===== src/rtl/uart_cmd_host.sv =====
// Host-side UART command initiator: serializes command frames onto TX_OUT and collects
// response bytes from RX_IN. Define UART_CMD_HOST_TIMEOUT_EN to add the response timeout.
module uart_cmd_host #(
  parameter int unsigned CLKS_PER_BIT = 8,
  parameter int unsigned GAP_BITS     = 2
) (
  input  logic        CLK,
  input  logic        RST,
  input  logic        par_en,
  input  logic        par_typ,
  input  logic        cmd_valid,
  output logic        cmd_ready,
  input  logic [1:0]  cmd_type,
  input  logic [3:0]  cmd_addr,
  input  logic [7:0]  cmd_a,
  input  logic [7:0]  cmd_b,
  input  logic [3:0]  cmd_fun,
  output logic        TX_OUT,
  input  logic        RX_IN,
  output logic        rsp_valid,
  output logic [15:0] rsp_data,
  output logic        rsp_err,
`ifdef UART_CMD_HOST_TIMEOUT_EN
  output logic        rsp_timeout,
`endif
  output logic        busy
);

  localparam int unsigned CW = $clog2(CLKS_PER_BIT);
  localparam int unsigned SW = $clog2(GAP_BITS + 12);
  localparam logic [CW-1:0] BIT_END = CW'(CLKS_PER_BIT - 1);
  localparam logic [CW-1:0] BIT_MID = CW'(CLKS_PER_BIT / 2 - 1);

  typedef enum logic [1:0] {M_IDLE, M_SEND, M_WAIT, M_DONE} m_state_t;
  typedef enum logic [1:0] {R_IDLE, R_START, R_DATA} r_state_t;

  m_state_t m_state, m_next;
  r_state_t r_state, r_next;

  logic [1:0]    type_q;
  logic [3:0]    addr_q, fun_q;
  logic [7:0]    a_q, b_q;
  logic          par_q, odd_q;
  logic [CW-1:0] tx_cnt;
  logic [SW-1:0] slot, slot_nx, slot_last;
  logic [1:0]    byte_idx, last_idx, rsp_need;
  logic [7:0]    cur_byte;
  logic [10:0]   frame;
  logic          bit_nx, accept, tx_bit_end, tx_slot_end, tx_last_byte;

  logic          rx_s1, rx_s2, rx_s3, rx_fall;
  logic [CW-1:0] rx_cnt;
  logic [3:0]    rx_idx, rx_last;
  logic [7:0]    rx_sh;
  logic          rx_perr, rx_done, take;
  logic [1:0]    rcv_cnt;
  logic [7:0]    rsp_lo, rsp_hi;
  logic          err_acc, timeout_hit, to_fire;

  assign accept = cmd_valid & cmd_ready;

  // Per-command byte count and expected response length
  always_comb begin
    case (type_q)
      2'd0:    begin last_idx = 2'd2; rsp_need = 2'd0; end
      2'd1:    begin last_idx = 2'd1; rsp_need = 2'd1; end
      2'd2:    begin last_idx = 2'd3; rsp_need = 2'd2; end
      default: begin last_idx = 2'd1; rsp_need = 2'd2; end
    endcase
  end

  // Byte currently on the wire
  always_comb begin
    cur_byte = {4'h0, fun_q};
    if (byte_idx == 2'd0) begin
      case (type_q)
        2'd0:    cur_byte = 8'hAA;
        2'd1:    cur_byte = 8'hBB;
        2'd2:    cur_byte = 8'hCC;
        default: cur_byte = 8'hDD;
      endcase
    end else begin
      case (type_q)
        2'd0:    cur_byte = (byte_idx == 2'd1) ? {4'h0, addr_q} : a_q;
        2'd1:    cur_byte = {4'h0, addr_q};
        2'd2:    cur_byte = (byte_idx == 2'd1) ? a_q :
                            (byte_idx == 2'd2) ? b_q : {4'h0, fun_q};
        default: cur_byte = {4'h0, fun_q};
      endcase
    end
  end

  // Slots past the stop bit (and the parity slot when disabled) idle high
  assign frame        = {1'b1, par_q ? (^cur_byte ^ odd_q) : 1'b1, cur_byte, 1'b0};
  assign slot_nx      = slot + SW'(1);
  assign bit_nx       = (slot_nx < SW'(11)) ? frame[slot_nx[3:0]] : 1'b1;
  assign slot_last    = par_q ? SW'(10 + GAP_BITS) : SW'(9 + GAP_BITS);
  assign tx_bit_end   = (tx_cnt == BIT_END);
  assign tx_slot_end  = tx_bit_end && (slot == slot_last);
  assign tx_last_byte = (byte_idx == last_idx);

  always_ff @(posedge CLK or negedge RST) begin
    if (!RST) m_state <= M_IDLE;
    else      m_state <= m_next;
  end

  always_comb begin
    m_next = m_state;
    case (m_state)
      M_IDLE: if (accept) m_next = M_SEND;
      M_SEND: if (tx_slot_end && tx_last_byte) m_next = (rsp_need == 2'd0) ? M_DONE : M_WAIT;
      M_WAIT: if (rcv_cnt >= rsp_need || timeout_hit) m_next = M_DONE;
      default: m_next = M_IDLE;
    endcase
  end

  // Command latch and TX serializer
  always_ff @(posedge CLK or negedge RST) begin
    if (!RST) begin
      TX_OUT   <= 1'b1;
      tx_cnt   <= '0;
      slot     <= '0;
      byte_idx <= '0;
      type_q   <= '0;
      addr_q   <= '0;
      fun_q    <= '0;
      a_q      <= '0;
      b_q      <= '0;
      par_q    <= 1'b0;
      odd_q    <= 1'b0;
    end else begin
      case (m_state)
        M_IDLE: begin
          TX_OUT <= 1'b1;
          if (accept) begin
            type_q   <= cmd_type;
            addr_q   <= cmd_addr;
            fun_q    <= cmd_fun;
            a_q      <= cmd_a;
            b_q      <= cmd_b;
            par_q    <= par_en;
            odd_q    <= par_typ;
            tx_cnt   <= '0;
            slot     <= '0;
            byte_idx <= '0;
            TX_OUT   <= 1'b0;
          end
        end
        M_SEND: begin
          if (!tx_bit_end) begin
            tx_cnt <= tx_cnt + CW'(1);
          end else begin
            tx_cnt <= '0;
            if (slot != slot_last) begin
              slot   <= slot_nx;
              TX_OUT <= bit_nx;
            end else begin
              slot <= '0;
              if (!tx_last_byte) begin
                byte_idx <= byte_idx + 2'd1;
                TX_OUT   <= 1'b0;
              end
            end
          end
        end
        default: TX_OUT <= 1'b1;
      endcase
    end
  end

  assign rx_fall = rx_s3 & ~rx_s2;
  assign rx_last = par_q ? 4'd9 : 4'd8;
  assign rx_done = (r_state == R_DATA) && (rx_cnt == BIT_END) && (rx_idx == rx_last);

  always_ff @(posedge CLK or negedge RST) begin
    if (!RST) r_state <= R_IDLE;
    else      r_state <= r_next;
  end

  always_comb begin
    r_next = r_state;
    case (r_state)
      R_IDLE:  if (rx_fall) r_next = R_START;
      R_START: if (rx_cnt == BIT_MID) r_next = rx_s2 ? R_IDLE : R_DATA;
      R_DATA:  if (rx_done) r_next = R_IDLE;
      default: r_next = R_IDLE;
    endcase
  end

  // RX synchronizer and mid-bit sampler
  always_ff @(posedge CLK or negedge RST) begin
    if (!RST) begin
      rx_s1   <= 1'b1;
      rx_s2   <= 1'b1;
      rx_s3   <= 1'b1;
      rx_cnt  <= '0;
      rx_idx  <= '0;
      rx_sh   <= '0;
      rx_perr <= 1'b0;
    end else begin
      rx_s1 <= RX_IN;
      rx_s2 <= rx_s1;
      rx_s3 <= rx_s2;
      case (r_state)
        R_IDLE: rx_cnt <= '0;
        R_START: begin
          rx_idx  <= '0;
          rx_perr <= 1'b0;
          rx_cnt  <= (rx_cnt == BIT_MID) ? '0 : rx_cnt + CW'(1);
        end
        default: begin
          if (rx_cnt == BIT_END) begin
            rx_cnt <= '0;
            rx_idx <= rx_idx + 4'd1;
            if (rx_idx < 4'd8)
              rx_sh <= {rx_s2, rx_sh[7:1]};
            else if (rx_idx == 4'd8 && par_q)
              rx_perr <= (rx_s2 != (^rx_sh ^ odd_q));
          end else begin
            rx_cnt <= rx_cnt + CW'(1);
          end
        end
      endcase
    end
  end

  // Bytes count only once the command can own a response
  assign take = rx_done && (rcv_cnt != 2'd2) &&
                ((m_state == M_WAIT) || (m_state == M_SEND && type_q != 2'd0));

  always_ff @(posedge CLK or negedge RST) begin
    if (!RST) begin
      rcv_cnt <= '0;
      rsp_lo  <= '0;
      rsp_hi  <= '0;
      err_acc <= 1'b0;
    end else if (accept) begin
      rcv_cnt <= '0;
      rsp_lo  <= '0;
      rsp_hi  <= '0;
      err_acc <= 1'b0;
    end else if (take) begin
      if (rcv_cnt == 2'd0) rsp_lo <= rx_sh;
      else                 rsp_hi <= rx_sh;
      rcv_cnt <= rcv_cnt + 2'd1;
      err_acc <= err_acc | rx_perr | ~rx_s2;
    end
  end

`ifdef UART_CMD_HOST_TIMEOUT_EN
  localparam int unsigned TO_LIMIT = 16 * 11 * CLKS_PER_BIT;
  logic [15:0] to_cnt;
  logic        rx_start;

  assign rx_start = (r_state == R_START) && (rx_cnt == BIT_MID) && !rx_s2;

  always_ff @(posedge CLK or negedge RST) begin
    if (!RST)                              to_cnt <= '0;
    else if (m_state != M_WAIT || rx_start) to_cnt <= '0;
    else                                   to_cnt <= to_cnt + 16'd1;
  end

  assign timeout_hit = (m_state == M_WAIT) && (to_cnt == 16'(TO_LIMIT - 1));
`else
  assign timeout_hit = 1'b0;
`endif

  assign to_fire = (m_state == M_WAIT) && timeout_hit && (rcv_cnt < rsp_need);

  // Registered handshake and response outputs, derived from the next state
  always_ff @(posedge CLK or negedge RST) begin
    if (!RST) begin
      cmd_ready   <= 1'b1;
      busy        <= 1'b0;
      rsp_valid   <= 1'b0;
      rsp_data    <= '0;
      rsp_err     <= 1'b0;
`ifdef UART_CMD_HOST_TIMEOUT_EN
      rsp_timeout <= 1'b0;
`endif
    end else begin
      cmd_ready <= (m_next == M_IDLE);
      busy      <= (m_next == M_SEND) || (m_next == M_WAIT);
      rsp_valid <= (m_next == M_DONE);
`ifdef UART_CMD_HOST_TIMEOUT_EN
      rsp_timeout <= (m_next == M_DONE) && to_fire;
`endif
      if (m_next == M_DONE) begin
        rsp_data <= {rsp_hi, rsp_lo};
        rsp_err  <= err_acc | to_fire;
      end
    end
  end

endmodule


===== config.mk =====
export PLATFORM = sky130hd
export DESIGN_NAME = uart_cmd_host
export DESIGN_NICKNAME = d
export VERILOG_FILES = /design/src/rtl/uart_cmd_host.sv
export SDC_FILE = /design/constraint.sdc
export NUM_CORES = 1
export LEC_CHECK = 0
export CORE_UTILIZATION = 35
export DETAILED_ROUTE_END_ITERATION = 10
export HOLD_SLACK_MARGIN = 0.06
export SYNTH_ARGS = -nofsm -noshare
export SYNTH_HDL_FRONTEND = slang
export SYNTH_SLANG_ARGS = --single-unit
export TNS_END_PERCENT = 100

===== constraint.sdc =====
create_clock -name CLK -period 2.9 [get_ports CLK]
set_input_delay 0.58 -clock CLK [delete_from_list [all_inputs] [get_ports CLK]]
set_output_delay 0.58 -clock CLK [all_outputs]
set_load 0.02 [all_outputs]

==> results of run 1 <==
-- cells in the final DEF, fill, tap and decap left out, types with 5 or more instances in the layout --
master           netlist  routed
buf_4                  1      11
ha_1                  20      19
dfrtp_1               95      95
xor2_1                 5       5
nor2b_1                6       6
clkbuf_16              0       9
nand2_1               36      36
dfstp_2                5       5
mux2_2                52      52
inv_1                 21      21
nor3_1                 8       8
mux2i_1               17      17
xnor2_1               15      15
o21ai_0               13      13
a21oi_1               20      20
nand3_1               13      13
clkdlybuf4s50_1        0      51
nor2_1                33      33
nand2b_1              10      10
-- per-layer routing --
metal,GRT usage,up-vias,wire length [um]
li1,-,1729,-
met5,0,-,0
met4,0.0595,0,180
met1,0.188,1759,4690
met3,0.0415,12,457
met2,0.256,60,5140
-- critical path, stage by stage (launching register included) --
cell and delay [ps]:
dfrtp_1 450, inv_1 130, ha_1 330, nor2b_4 270, a22oi_1 90, o32ai_1 390, xor2_1 200, xnor3_1 280
xnor2_2 160, a32o_1 220, nor2_1 100
-- flip-flops by register name, indices dropped and copies added, names as in the netlist, 8 cells and up --
| signal | count |
|---|---|
| rsp_data | 16 |
| a_q | 8 |
| b_q | 8 |
| rsp_hi | 8 |
| rsp_lo | 8 |
| rx_sh | 8 |
-- per-stage QoR --
| stage | power [mW] | cell area, um^2 |
|---|---|---|
| finish | 5.37 | 6140 |
| global route | 5.75 | 6140 |
| CTS | 5.43 | 6130 |
| detailed placement | 4.20 | 5840 |
| global placement | 4.15 | 5840 |
| floorplan | 3.73 | 5130 |
-- cell type report --
| class | count | area, um^2 |
|---|---|---|
| Fill cell | 1336 | 7960 |
| Sequential cell | 100 | 2510 |
| Multi-Input combinational cell | 317 | 2410 |
| Timing Repair Buffer | 63 | 613 |
| Clock buffer | 11 | 243 |
| Tap cell | 180 | 225 |
| Inverter | 22 | 82.6 |
| Clock inverter | 5 | 55.1 |
-- logic make-up (layout without fill, tap and decap cells) --
logic type                 Yosys count  count (layout)  share of synthesized area
xor gates and xnor gates            22              22                     0.0417
and+or+nand+nor                    130             130                      0.126
AOI/OAI and AO/OA                   76              76                      0.104
DFF                                100             100                      0.489
muxes                               69              69                      0.147
buffers and inverters               45             101                     0.0434
adders and majority gates           20              20                     0.0488
-- worst paths after layout --
path                             to  slack, ps  cells after the start
max                          TX_OUT        230                     10
min                        fun_q[0]        170                      1
max reg2reg                  TX_OUT        230                     10
min reg2reg                   rx_s2        360                      0
max in group asynchronous    TX_OUT       1940                      2
min in group CLK              rx_s2        360                      0
-- synth_stat cells (all sizes together) (3+ instances only) --
cell	count	area, um^2
a21oi	20	100
a22o	4	35.0
a31oi	4	25.0
a32o	3	30.0
buf	9	77.6
clkbuf	14	62.6
dfrtp	95	2380
dfstp	5	131
ha	20	250
inv	22	82.6
mux2	52	586
mux2i	17	170
nand2	36	135
nand2b	10	62.6
nand3	13	65.1
nand4	4	25.0
nand4b	3	26.3
nor2	34	130
nor2b	7	51.3
nor3	8	40.0
nor3b	3	22.5
o2111ai	4	35.0
o211ai	3	27.5
o21ai	15	75.1
o31ai	4	30.0
xnor2	16	148
xor2	5	43.8
-- power breakdown --
| part | internal [mW] | switching (mW) |
|---|---|---|
| logic | 1.07 | 1.12 |
| registers | 1.71 | 0.275 |
| clock network | 0.629 | 0.576 |
| total | 3.40 | 1.97 |
==> run_results.csv, run 1 <==
group,metric,value,unit
outcome,outcome,"finished, final reports clean",
worst_setup_path,start_kind,"flop",
yosys,synth_flop_cell,"dfrtp_1",
clock_tree,hold_buffers,0,
yosys,syn_inst,462,
clock_tree,clk_latency,350,ps
routing,vias_per_cell,5.10,
timing,final_max_slew_viol_count,0,
yosys,ys_async_sr_fraction,1.00,
clock_tree,cts.sinks,100,
worst_setup_path,cp-startpoint,"byte_idx[0]",
timing,fin_ws,232,ps
placement,post-place-ws,104,ps
timing,final.setup.tns,0,ps
timing,rsz0062_at_grt,"false",
global_route,grt_overflow,0,
placement,dpl.hpwl,7470,um
min_path,min_path_type,"in2async",
worst_setup_path,critical_path_class,"reg2reg",
clock_tree,numCtsBuffers,9,
floorplanning,initial_core_util,0.364,
yosys,ys_seq_area_frac,0.489,
cells_and_area,final_util,0.435,
cells_and_area,diodes,0,
global_route,grt_pass1_wl,17800,um
timing,setup_viol,0,
routing,routedWlPerCell,15.0,um
worst_setup_path,worst-path-max-fanout,6,
placement,io_buffer_count,52,
power,p_leak,2.71,nW
routing,drt_wl_total,10500,um
worst_setup_path,required,3190,ps
yosys,synth_seq_cells,100,
global_route,antenna_found_initial,0,
yosys,avgSynthCellArea,11.1,um^2
cells_and_area,areaGrowthSynthToFinish,19.6,%
clock_tree,post_cts_resized,0,
routing,drtPass1Iterations,4,
worst_setup_path,arrival,2960,ps
global_route,grt_max_degree,43,
global_route,grt_pass1_vias,3633,
yosys,syn_area,5130,um^2
routing,initialDrtViolationCount,236,
timing,hold_viol,0,
global_route,gr-usage-all-layers,0.153,
floorplanning,core,14100,um^2
timing,max_slew_margin,0.598,
clock_tree,cts_setup_buffers,0,
timing,max_freq,375,MHz
cells_and_area,layout.nets,565,
timing,whs,173,ps
placement,gp_congestion,0.811,
worst_setup_path,end_kind,"flop",
yosys,yosysWarnings,0,
run,cap_violations,0,
timing,worst_pin_slew,602,ps
clock_tree,path_clk_slew,70,ps
floorplanning,num_rows,43,
timing,fin_crit,2670,ps
yosys,synthesis.nets,514,
routing,vias,3560,
clock_tree,ctsRootBufferMaster,"clkbuf_16",
power,power_density,875,nW/um^2
worst_setup_path,reg2reg_from,"byte_idx[0]",
placement,place_inst,682,
floorplanning,die_area,15200,um^2
cells_and_area,final_cells,698,
yosys,synth_edf_count,0,
clock_tree,cts_tree,"built",
clock_tree,htree_levels,3,
timing,period_share,0.920,
yosys,ys_types,62,
power,vdd_ir_drop_max,0.000374,V
routing,drt.antenna.violating_nets,0,
clock_tree,cts_buffer_depth,2,
cells_and_area,layout-drive-gt1-share,0.189,
floorplanning,fp.dieH,123,um
timing,fin_skew,5.07,ps
floorplanning,fp.dieW,123,um
floorplanning,io_pins,53,
routing,drc_errors,0,
No activity file was read; power rests on OpenSTA's default activity.
==> run 2: changes to the inputs <==
Settings changed: MAX_ROUTING_LAYER set to met4.
==> run 2 against run 1 <==
Against the previous run:
- clock power is essentially flat
- power is essentially flat
- register-to-register slack is essentially flat
- non-clock buffer count is the same
- count of clock-buffer cells in the layout is the same
- worst hold slack lost 1.9 ps
- largest power group unchanged
- critical path depth is the same
- maximum frequency is essentially flat
- via count shrank 0.22%
- critical path type unchanged
- first-iteration DRC count shrank 1.3%
==> run_results.csv, run 2 (same netlist as run 1, synthesis figures left out) <==
group,metric,value,unit
cells_and_area,fillCellCount,1336,
cells_and_area,mostFrequentLayoutCells,"95 x dfrtp_1, 52 x mux2_2, 51 x clkdlybuf4s50_1",
clock_tree,cts_setup_buffers,0,
placement,place_inst,682,
timing,max_freq,375,MHz
power,power_density,876,nW/um^2
floorplanning,io_pins,53,
power,switching_share,0.367,
routing,drtPass1Iterations,4,
worst_setup_path,end_kind,"flop",
cells_and_area,final_common_cell,"dfrtp_1",
cells_and_area,diodes,0,
clock_tree,cts_tree,"built",
timing,rsz0062_at_grt,"false",
timing,worst_pin_slew,603,ps
worst_setup_path,arrival,2960,ps
timing,setup_viol,0,
min_path,min_path_type,"in2async",
timing,hold_viol,0,
cells_and_area,largest_reg_flops,16,
timing,fin_ws,232,ps
clock_tree,hold_buffers,0,
worst_setup_path,required,3190,ps
routing,drc_errors,0,
clock_tree,path_clk_slew,70,ps
timing,final.setup.tns,0,ps
global_route,grt_pass1_vias,3635,
timing,period_share,0.920,
placement,io_buffer_count,52,
outcome,outcome,"finished, final reports clean",
routing,initialDrtViolationCount,233,
floorplanning,num_rows,43,
clock_tree,numCtsBuffers,9,
worst_setup_path,start_kind,"flop",
global_route,grt_use_met2,0.257,
power,power.switching,1.97,mW
global_route,gr-max-usage-layer,"met2",
global_route,gr-usage-all-layers,0.158,
power,p_clk_frac,0.225,
routing,vias_per_cell,5.09,
clock_tree,cts_buffer_depth,2,
placement,gp_congestion,0.823,
clock_tree,ctsRootBufferMaster,"clkbuf_16",
timing,max_slew_margin,0.597,
cells_and_area,layout-drive-gt1-share,0.189,
power,vdd_ir_drop_max,0.000373,V
global_route,grt_overflow,0,
timing,fin_skew,5.29,ps
routing,vias,3552,
global_route,grt_pass1_wl,17800,um
placement,dpl.hpwl,7470,um
clock_tree,post_cts_resized,0,
routing,drt.antenna.violating_nets,0,
clock_tree,htree_levels,3,
routing,drt_wl_total,10500,um
floorplanning,fp.dieH,123,um
floorplanning,die_area,15200,um^2
worst_setup_path,worst-path-max-fanout,6,
power,p_comb_frac,0.407,
global_route,gr-usage-met3,0.0415,
placement,post-place-ws,104,ps
global_route,grtUsageMet1,0.188,
routing,routedWlPerCell,15.0,um
timing,final_max_slew_viol_count,0,
worst_setup_path,critical_path_class,"reg2reg",
cells_and_area,areaGrowthSynthToFinish,19.6,%
cells_and_area,layout.nets,565,
timing,fin_crit,2670,ps
run,cap_violations,0,
cells_and_area,final_cells,698,
power,p_leak,2.71,nW
clock_tree,cts.sinks,100,
clock_tree,clk_latency,350,ps
floorplanning,fp.dieW,123,um
global_route,grt_max_degree,43,
power,pwr-share-seq,0.369,
power,internal-power,3.40,mW
cells_and_area,largest-register,"rsp_data",
floorplanning,initial_core_util,0.364,
global_route,antenna_found_initial,0,
floorplanning,core,14100,um^2
-- run 2: cell counts in the layout (fill, tap and decap cells not counted) --
Identical to the previous run, type by type.
-- run 2: critical path: stages, from the launching register on --
cell and delay, ps:
dfrtp_1 450, inv_1 130, ha_1 330, nor2b_4 270, a22oi_1 90, o32ai_1 390
xor2_1 200, xnor3_1 280, xnor2_2 160, a32o_1 220, nor2_1 100
-- run 2: worst paths after layout --
check | slack (ps) | cells after the start | endpoint | start
min reg2reg | 360 | 0 | rx_s2 | rx_s1
min in group CLK | 360 | 0 | rx_s2 | rx_s1
max | 230 | 10 | TX_OUT | byte_idx[0]
max in group asynchronous | 1940 | 2 | TX_OUT | RST
max reg2reg | 230 | 10 | TX_OUT | byte_idx[0]
min | 170 | 1 | fun_q[0] | RST
-- run 2: per-layer routing --
metal  up-vias  share of wire
met5         -              0
met4         0          0.017
met3        12          0.042
met2        62           0.49
met1      1749           0.45
li1       1729              -
-- run 2: stage by stage --
stage | utilization | power (mW) | hold WS, ps | cell area [um^2]
4_1_cts | 0.435 | 5.43 | 184 | 6130
6_report | 0.435 | 5.37 | 171 | 6140
5_1_grt | 0.435 | 5.75 | 197 | 6140
2_1_floorplan | - | 3.73 | 284 | 5130
3_3_place_gp | 0.414 | 4.15 | 346 | 5840
3_5_place_dp | 0.414 | 4.20 | 348 | 5840
-- run 2: cell type report --
| class | instances | area [um^2] | share of cell area |
|---|---|---|---|
| well taps | 180 | 225 | 0.0367 |
| flip-flops and latches | 100 | 2510 | 0.409 |
| multi-input cells | 317 | 2410 | 0.393 |
| clock inverters | 5 | 55.1 | 0.00897 |
| inverters | 22 | 82.6 | 0.0135 |
| clock buffers | 11 | 243 | 0.0396 |
| repair buffers | 63 | 613 | 0.0999 |
-- run 2: power groups by stage --
stage / Combinational [mW] / Sequential [mW] / Clock, mW
final: 2.19 / 1.98 / 1.21
after CTS: 2.20 / 1.99 / 1.24
after global routing: 2.43 / 2.03 / 1.30
after detailed placement: 2.19 / 2.01 / 0
after floorplan: 1.81 / 1.92 / 0
after global placement: 2.15 / 2.00 / 0
==> run 3: changes to the inputs <==
Settings changed: CAP_MARGIN set to 30.
==> results of run 3 <==
No change in the layout: final DEF, timing and power equal those of run 2.
